<file path="config.mk">
export PLATFORM = sky130hd
export DESIGN_NAME = round_robin_arbiter
export DESIGN_NICKNAME = d
export VERILOG_FILES = /design/src/rtl/round_robin_arbiter_pkg.sv /design/src/rtl/round_robin_arbiter_decoder.sv /design/src/rtl/round_robin_arbiter.sv
export SDC_FILE = /design/constraint.sdc
export NUM_CORES = 1
export LEC_CHECK = 0
export ABC_AREA = 1
export CAP_MARGIN = 40
export CELL_PAD_IN_SITES_DETAIL_PLACEMENT = 0
export CELL_PAD_IN_SITES_GLOBAL_PLACEMENT = 1
export CORE_UTILIZATION = 37
export CTS_CLUSTER_SIZE = 28
export DETAILED_ROUTE_END_ITERATION = 8
export GPL_ROUTABILITY_DRIVEN = 0
export PLACE_DENSITY_LB_ADDON = 0.1
export SLEW_MARGIN = 20
export SYNTH_ARGS = -nofsm -noshare
export SYNTH_HDL_FRONTEND = slang
export SYNTH_SLANG_ARGS = --single-unit
export TNS_END_PERCENT = 20
</file>
<file path="constraint.sdc">
create_clock -name clk -period 2 [get_ports clk]
set_clock_uncertainty 0.15 [all_clocks]
set_input_delay 0.2 -clock clk [delete_from_list [all_inputs] [get_ports clk]]
set_output_delay 0.2 -clock clk [all_outputs]
set_load 0.01 [all_outputs]
</file>
<file path="src/rtl/round_robin_arbiter_pkg.sv">
// Shared constants and state encoding for the four-requester round-robin arbiter.
package arb_pkg;

   localparam int N_REQ  = 4;
   localparam int ID_W   = 2;
   localparam int HOLD_W = 8;

   typedef enum logic {
      ST_IDLE  = 1'b0,
      ST_GRANT = 1'b1
   } state_t;

endpackage

</file>
<file path="src/rtl/round_robin_arbiter_decoder.sv">
// Existing 2-to-4 decoder: (w,z) selects one of p,q,r,s (p = 11, s = 00).
module Decoder (
   input  logic w,
   input  logic z,
   output logic p,
   output logic q,
   output logic r,
   output logic s
);

   assign p =  w &  z;
   assign q =  w & ~z;
   assign r = ~w &  z;
   assign s = ~w & ~z;

endmodule

</file>
<file path="src/rtl/round_robin_arbiter.sv">
// Four-way round-robin arbiter with a bounded hold time under contention;
// the owner index is decoded to a one-hot grant gated by busy.
module round_robin_arbiter
   import arb_pkg::*;
#(
   parameter int MAX_HOLD = 8
) (
   input  logic             clk,
   input  logic             reset,
   input  logic [N_REQ-1:0] req,
   output logic [N_REQ-1:0] grant,
   output logic [ID_W-1:0]  grant_id,
   output logic             busy
);

   localparam logic [HOLD_W-1:0] HOLD_LIM = HOLD_W'(MAX_HOLD - 1);

   state_t              r_state;
   logic [ID_W-1:0]     r_grant_id;
   logic [ID_W-1:0]     r_last;
   logic [HOLD_W-1:0]   r_hold;

   state_t              w_state_nxt;
   logic [ID_W-1:0]     w_id_nxt;
   logic [ID_W-1:0]     w_last_nxt;
   logic [HOLD_W-1:0]   w_hold_nxt;
   logic [ID_W-1:0]     w_sel_id;
   logic [N_REQ-1:0]    w_dec;
   logic                w_busy;
   logic                w_others;

   // First requester after the pointer; the loop runs backwards so the
   // nearest candidate is written last and wins.
   function automatic logic [ID_W-1:0] f_scan(input logic [N_REQ-1:0] rq,
                                              input logic [ID_W-1:0]  last);
      logic [ID_W-1:0] idx;
      logic [ID_W-1:0] sel;
      sel = '0;
      for (int k = N_REQ; k >= 1; k--) begin
         idx = last + ID_W'(k);
         if (rq[idx]) sel = idx;
      end
      return sel;
   endfunction

   assign w_sel_id = f_scan(req, r_last);
   assign w_busy   = (r_state == ST_GRANT);

   Decoder u_dec (
      .w (r_grant_id[1]),
      .z (r_grant_id[0]),
      .p (w_dec[3]),
      .q (w_dec[2]),
      .r (w_dec[1]),
      .s (w_dec[0])
   );

   // The decoded owner mask doubles as the "someone else is waiting" filter.
   assign w_others = |(req & ~w_dec);

   always_comb begin
      w_state_nxt = r_state;
      w_id_nxt    = r_grant_id;
      w_last_nxt  = r_last;
      w_hold_nxt  = r_hold;
      case (r_state)
         ST_IDLE: begin
            if (|req) begin
               w_state_nxt = ST_GRANT;
               w_id_nxt    = w_sel_id;
               w_last_nxt  = w_sel_id;
               w_hold_nxt  = '0;
            end
         end
         ST_GRANT: begin
            if (!req[r_grant_id]) begin
               w_state_nxt = ST_IDLE;
            end else if ((r_hold == HOLD_LIM) && w_others) begin
               w_state_nxt = ST_IDLE;
            end else if (r_hold != HOLD_LIM) begin
               w_hold_nxt = r_hold + 1'b1;
            end
         end
         default: w_state_nxt = ST_IDLE;
      endcase
   end

   always_ff @(posedge clk) begin
      if (reset) begin
         r_state    <= ST_IDLE;
         r_grant_id <= '0;
         r_last     <= ID_W'(N_REQ - 1);
         r_hold     <= '0;
      end else begin
         r_state    <= w_state_nxt;
         r_grant_id <= w_id_nxt;
         r_last     <= w_last_nxt;
         r_hold     <= w_hold_nxt;
      end
   end

   assign grant    = w_dec & {N_REQ{w_busy}};
   assign grant_id = r_grant_id;
   assign busy     = w_busy;

endmodule

</file>
After elaboration in Yosys (flattened, before gate mapping)
Index checks and enable logic that the tools add are counted.

word-level totals
  register bits after elaboration = 13
  bits of input ports = 6

operators by class
  bitwise operators = 10
  mux-type cells = 23
  magnitude comparators = 5
  $add $sub $neg = 4
  equality and inequality tests = 6
  reductions and logical operators = 5

operator list
  cell                   number
  $mux W8                4
  $pmux W8 S2            1
  $lt A2 B3 Y1 const B   5
  $bmux W1 S2            5
  $add A8 B1 Y8 const B  1
  $and A4 B4 Y4          2
  $eq A8 B3 Y1 const B   1
  $mux W1                8
  $mux W2                4
  $ne A8 B3 Y1 const B   1
  $reduce_or A4 Y1       2
  $add A2 B2 Y2 const B  2
  $and A1 B1 Y1          4
  $ne A2 B1 Y1 const B   2
  $ne A2 B2 Y1 const B   2
  $not A4 Y4             1
  $reduce_and A4 Y1      1
  $not A1 Y1             3
  $add A2 B1 Y2 const B  1
  $pmux W1 S2            1
  $reduce_and A2 Y1      1
  $logic_and A1 B1 Y1    1

Depth between registers and ports, before layout
  depth after elaboration = 9
  mapped depth = 12
  mapped depth without buffers = 11

Modules after synthesis
From an unflattened synthesis, not the netlist that was laid out.

second synthesis, totals
  cell total of the unflattened synthesis = 156
  area, all modules = 1003.5 um2

by module, submodules not included
  module               times used  seq. area each (um2)  area each (um2)  cells each
  round_robin_arbiter  1           260.2                 977.2            149
  Decoder              1           0.0                   26.3             7

Least setup slack after synthesis
OpenSTA, ideal clock, no wires.

  path type = reg2reg
  start = reg r_hold[0]
  end = reg r_hold[5]
  arrival = 1298 ps
  path buffers = 0
  period minus slack after synthesis = 1518 ps
  setup time = 70 ps
  data required time = 1780 ps
  stages on the path, launching flop included = 10
  setup slack = 482 ps
  path through = dfxtp_1 -> ha_1 -> nand2_1 -> nor3_1 -> and2_1 -> nor2_2 -> nand2_4 -> nand2_4 -> nand3_1 -> a21oi_1

on the way
  word-level cells in the longest chain between the ends = 5
  elaborated cells on any way between the ends = 11

ends and longest elaborated chain
  item                    RTL line                   RTL
  from (decl)             round_robin_arbiter.sv:21  logic [HOLD_W-1:0] r_hold;
  from (signal assigned)  round_robin_arbiter.sv:98  r_hold <= w_hold_nxt;
  $add A8 B1 Y8           round_robin_arbiter.sv:81  w_hold_nxt = r_hold + 1'b1;
  $mux W8                 round_robin_arbiter.sv:80  end else if (r_hold != HOLD_LIM) begin
  $mux W8                 round_robin_arbiter.sv:78  end else if ((r_hold == HOLD_LIM) && w_others) begin
  $mux W8                 round_robin_arbiter.sv:76  if (!req[r_grant_id]) begin
  $pmux W8 S2             round_robin_arbiter.sv:66  case (r_state)

Several ways; a longest one is shown, not always the timed one. The select of a mux whose other input is x is not followed.
A chain may end at the register's enable or synchronous reset.

Worst setup path after layout
  start = reg r_grant_id[1], in the netlist grant_id[1]
  end = out grant[2]

on the way
  word-level cells in the longest chain between the ends = 2

ends and longest elaborated chain
  item                    RTL line                           RTL
  from (decl)             round_robin_arbiter.sv:19          logic [ID_W-1:0] r_grant_id;
  from (signal assigned)  round_robin_arbiter.sv:96          r_grant_id <= w_id_nxt;
  $and A1 B1 Y1           round_robin_arbiter_decoder.sv:12  assign q = w & ~z;
  $and A4 B4 Y4           round_robin_arbiter.sv:102         assign grant = w_dec & {N_REQ{w_busy}};
  to (decl)               round_robin_arbiter.sv:11          output logic [N_REQ-1:0] grant,

No other way between the ends.

==> metrics.md <==
| Metric | Value |
|---|---|
| Status | complete, no violations |
| Antenna violations before repair | 0 |
| Chip width | 52.9 um |
| Mapped Avg Cell Area | 6.35 um^2 |
| Final Max Tran Viols | 0 |
| CP Class | reg2out |
| Mapped Area | 958 um^2 |
| Die area | 0.00280 mm^2 |
| Register area | 263 um^2 |
| Die height | 52.9 um |
| Hold buffers post-CTS | 0 |
| Tightest Hold Check Type | reg2reg |
| Minimum clock period | 1.87 ns |
| Net Count, Synth | 158 |
| GR Overflow Total | 0 |
| FF+latch count, synth | 13 |
| Slowest stage delay, CP | 0.56 ns |
| IO Port Bufs | 12 |
| Max Used Layer | met4 |
| Pint | 0.000588 W |
| Core region area | 0.00245 mm^2 |
| Area Overhead vs Synth | 16.2% |
| Vias in the first global route | 800 |
| Metal3 WL | 64 um |
| Crit path max fanout | 5 |
| DRT met1 WL | 1.10 mm |
| Total CTS buffers | 3 |
| WL/cell | 11.6 um |
| Main area contributors after synthesis | dfxtp_1 27%, nand2_1 18%, nand3_1 11% |
| Worst slew margin | 0.688 |
| CP required | 1.65 ns |
| Startpoint types | flop |
| Setup-failing EPs final | 0 |
| Yosys cell types | 26 |
| Final WL | 2.24 mm |
| Clock Latency Late Sink | 0.27 ns |
| Reg clk slew, reported paths | 0.08 ns |
| ANT cells | 0 |
| Power Dens Cells | 971 mW/mm^2 |
| Via density per instance | 5.06 |
| Comb power frac | 0.515 |
| Cell count after synthesis | 151 |
| Clk root buf | clkbuf_4 |
| Hold WS | 0.345 ns |
| Initial Util | 0.390 |
| RSZ-0062 raised after global routing | false |
| Final Power | 0.00108 W |
| Ports | 13 |
| Drt pass-1 iters | 4 |
| Row count | 18 |
| Fmax | 535 MHz |
| CTS max path bufs | 2 |
| Fill count | 257 |
| Final hold violations | 0 |
| Setup TNS | 0 ns |
| Leak | 0.483 nW |
| Period utilization | 0.934 |
| Clock power share | 0.150 |
| Setup crit end kind | output pin |
| Met2 WL post-DR | 1.04 mm |
| Routed Antenna Nets | 0 |
| CTS Sinks | 13 |
| Synth area leader | dfxtp_1 |
| Max_cap viols | 0 |
| Most frequent cells in the layout | 45 x nand2_1, 22 x nand3_1, 12 x nor2_1, 12 x a21oi_1, 12 x clkdlybuf4s50_1 |
| Commonest non-fill, non-tap cell in the layout | nand2_1 |
| Vias | 971 |
| Gr usage total | 0.176 |
| Post-CTS Setup Repair Bufs | 0 |
| Slowest-stage cell, CP | clkdlybuf4s50_1 |
| Sequential power share | 0.335 |
| Iter 0 DRT Violations | 13 |
| Largest net degree at the start of global routing | 13 |
| Seq/Total Area, Yosys | 0.272 |
| Sw Pwr | 0.000493 W |
| Net Sw Frac | 0.456 |
| Slew at the pin closest to its max-slew limit | 0.467 ns |
| CTS tree | yes |
| VDD IR max | 0.428 mV |
| Share of layout cells above drive strength 1 | 0.136 |
| CP Cell Sequence | inv_2 > nor3_1 > clkdlybuf4s50_1 |
| Setup slack, reg-to-reg | 0.28 ns |
| Ys Warns | 0 |
| Share of the synthesized area in the top cell type | 0.272 |
| Final-stage net count | 170 |
| Critical path arrival | 1.52 ns |
| Multi-input gate area | 612 um^2 |
| DPL Wire Length | 1.67 mm |
| Drt drc | 0 |
| Clock H-tree levels | 1 |
| First-pass GRT wire length | 3.59 mm |
critical path, delay by kind of cell, from the launching register on:
kind,cells,cell delay [ns]
simple gates,1,0.18
flops,1,0.43
buf+inv,2,0.63
area by class of cell:
| class | instances | share of cell area |
|---|---|---|
| tap | 30 | 0.0337 |
| inverter | 14 | 0.0494 |
| multi-input combinational | 119 | 0.549 |
| timing repair buffer | 12 | 0.108 |
| clock buffer | 4 | 0.0236 |
| sequential | 13 | 0.236 |
per-layer routing:
layer | track usage | up-vias
met5 | 0 | -
met4 | 0.0658 | 0
met3 | 0.0172 | 5
met2 | 0.300 | 17
met1 | 0.227 | 437
li1 | - | 512
synthesized netlist by cell type:
cell	n
clkbuf_1	1
nor3_1	3
xor2_1	4
nand2_1	45
inv_2	3
o211ai_1	1
buf_2	1
nor3b_2	1
buf_4	3
nor3b_1	1
o21ai_2	1
dfxtp_1	13
nor2_2	4
inv_4	1
o21ai_4	1
inv_1	10
nand3_1	22
nor2_1	12
xnor2_1	1
ha_1	1
o21ai_0	3
nand2_2	2
a41oi_2	1
a21oi_1	12
and2_1	2
nand2_4	2
worst paths after layout:
path | start | end | cells past startpoint
max reg2reg | r_hold[0] | r_hold[6] | 9
min reg2reg | r_hold[0] | r_hold[0] | 1
min | r_hold[0] | r_hold[0] | 1
max | grant_id[1] | grant[2] | 3
cell families (layout without fill, tap and decap cells):
| family | Yosys count | count (layout) | share of synthesized area |
|---|---|---|---|
| buffers and inverters | 19 | 30 | 0.0901 |
| DFF | 13 | 13 | 0.272 |
| and+or+nand+nor | 94 | 94 | 0.450 |
| AOI/OAI and AO/OA | 19 | 19 | 0.129 |
| adders and majority gates | 1 | 1 | 0.0131 |
| xor gates and xnor gates | 5 | 5 | 0.0457 |
state kept, by name, indices dropped and copies added (netlist names):
name	cells
r_hold	8
grant_id	2
busy	1
r_last	2
power groups by stage:
stage / sequential (W) / combinational (W) / clock, W
2_1_floorplan: 0.000339 / 0.000447 / 0
3_3_place_gp: 0.000366 / 0.000558 / 0
3_5_place_dp: 0.000366 / 0.000554 / 0
4_1_cts: 0.000360 / 0.000556 / 0.000165
5_1_grt: 0.000373 / 0.000625 / 0.000181
6_report: 0.000363 / 0.000556 / 0.000162
per-stage QoR:
step | area, um^2 | util | setup slack [ns] | std cells
detailed placement | 1080 | 0.442 | 0.124 | 188
CTS | 1110 | 0.453 | 0.0332 | 192
global placement | 1080 | 0.442 | 0.0668 | 188
global route | 1110 | 0.454 | 0.0393 | 192
finish | 1110 | 0.454 | 0.132 | 192
floorplan | 958 | - | 0.482 | 151
what timing repair did:
item	in CTS	in global routing
resized for setup	1	2
setup endpoints to repair	1	2
pin swaps	0	0
(Power assumes the default switching activity.)
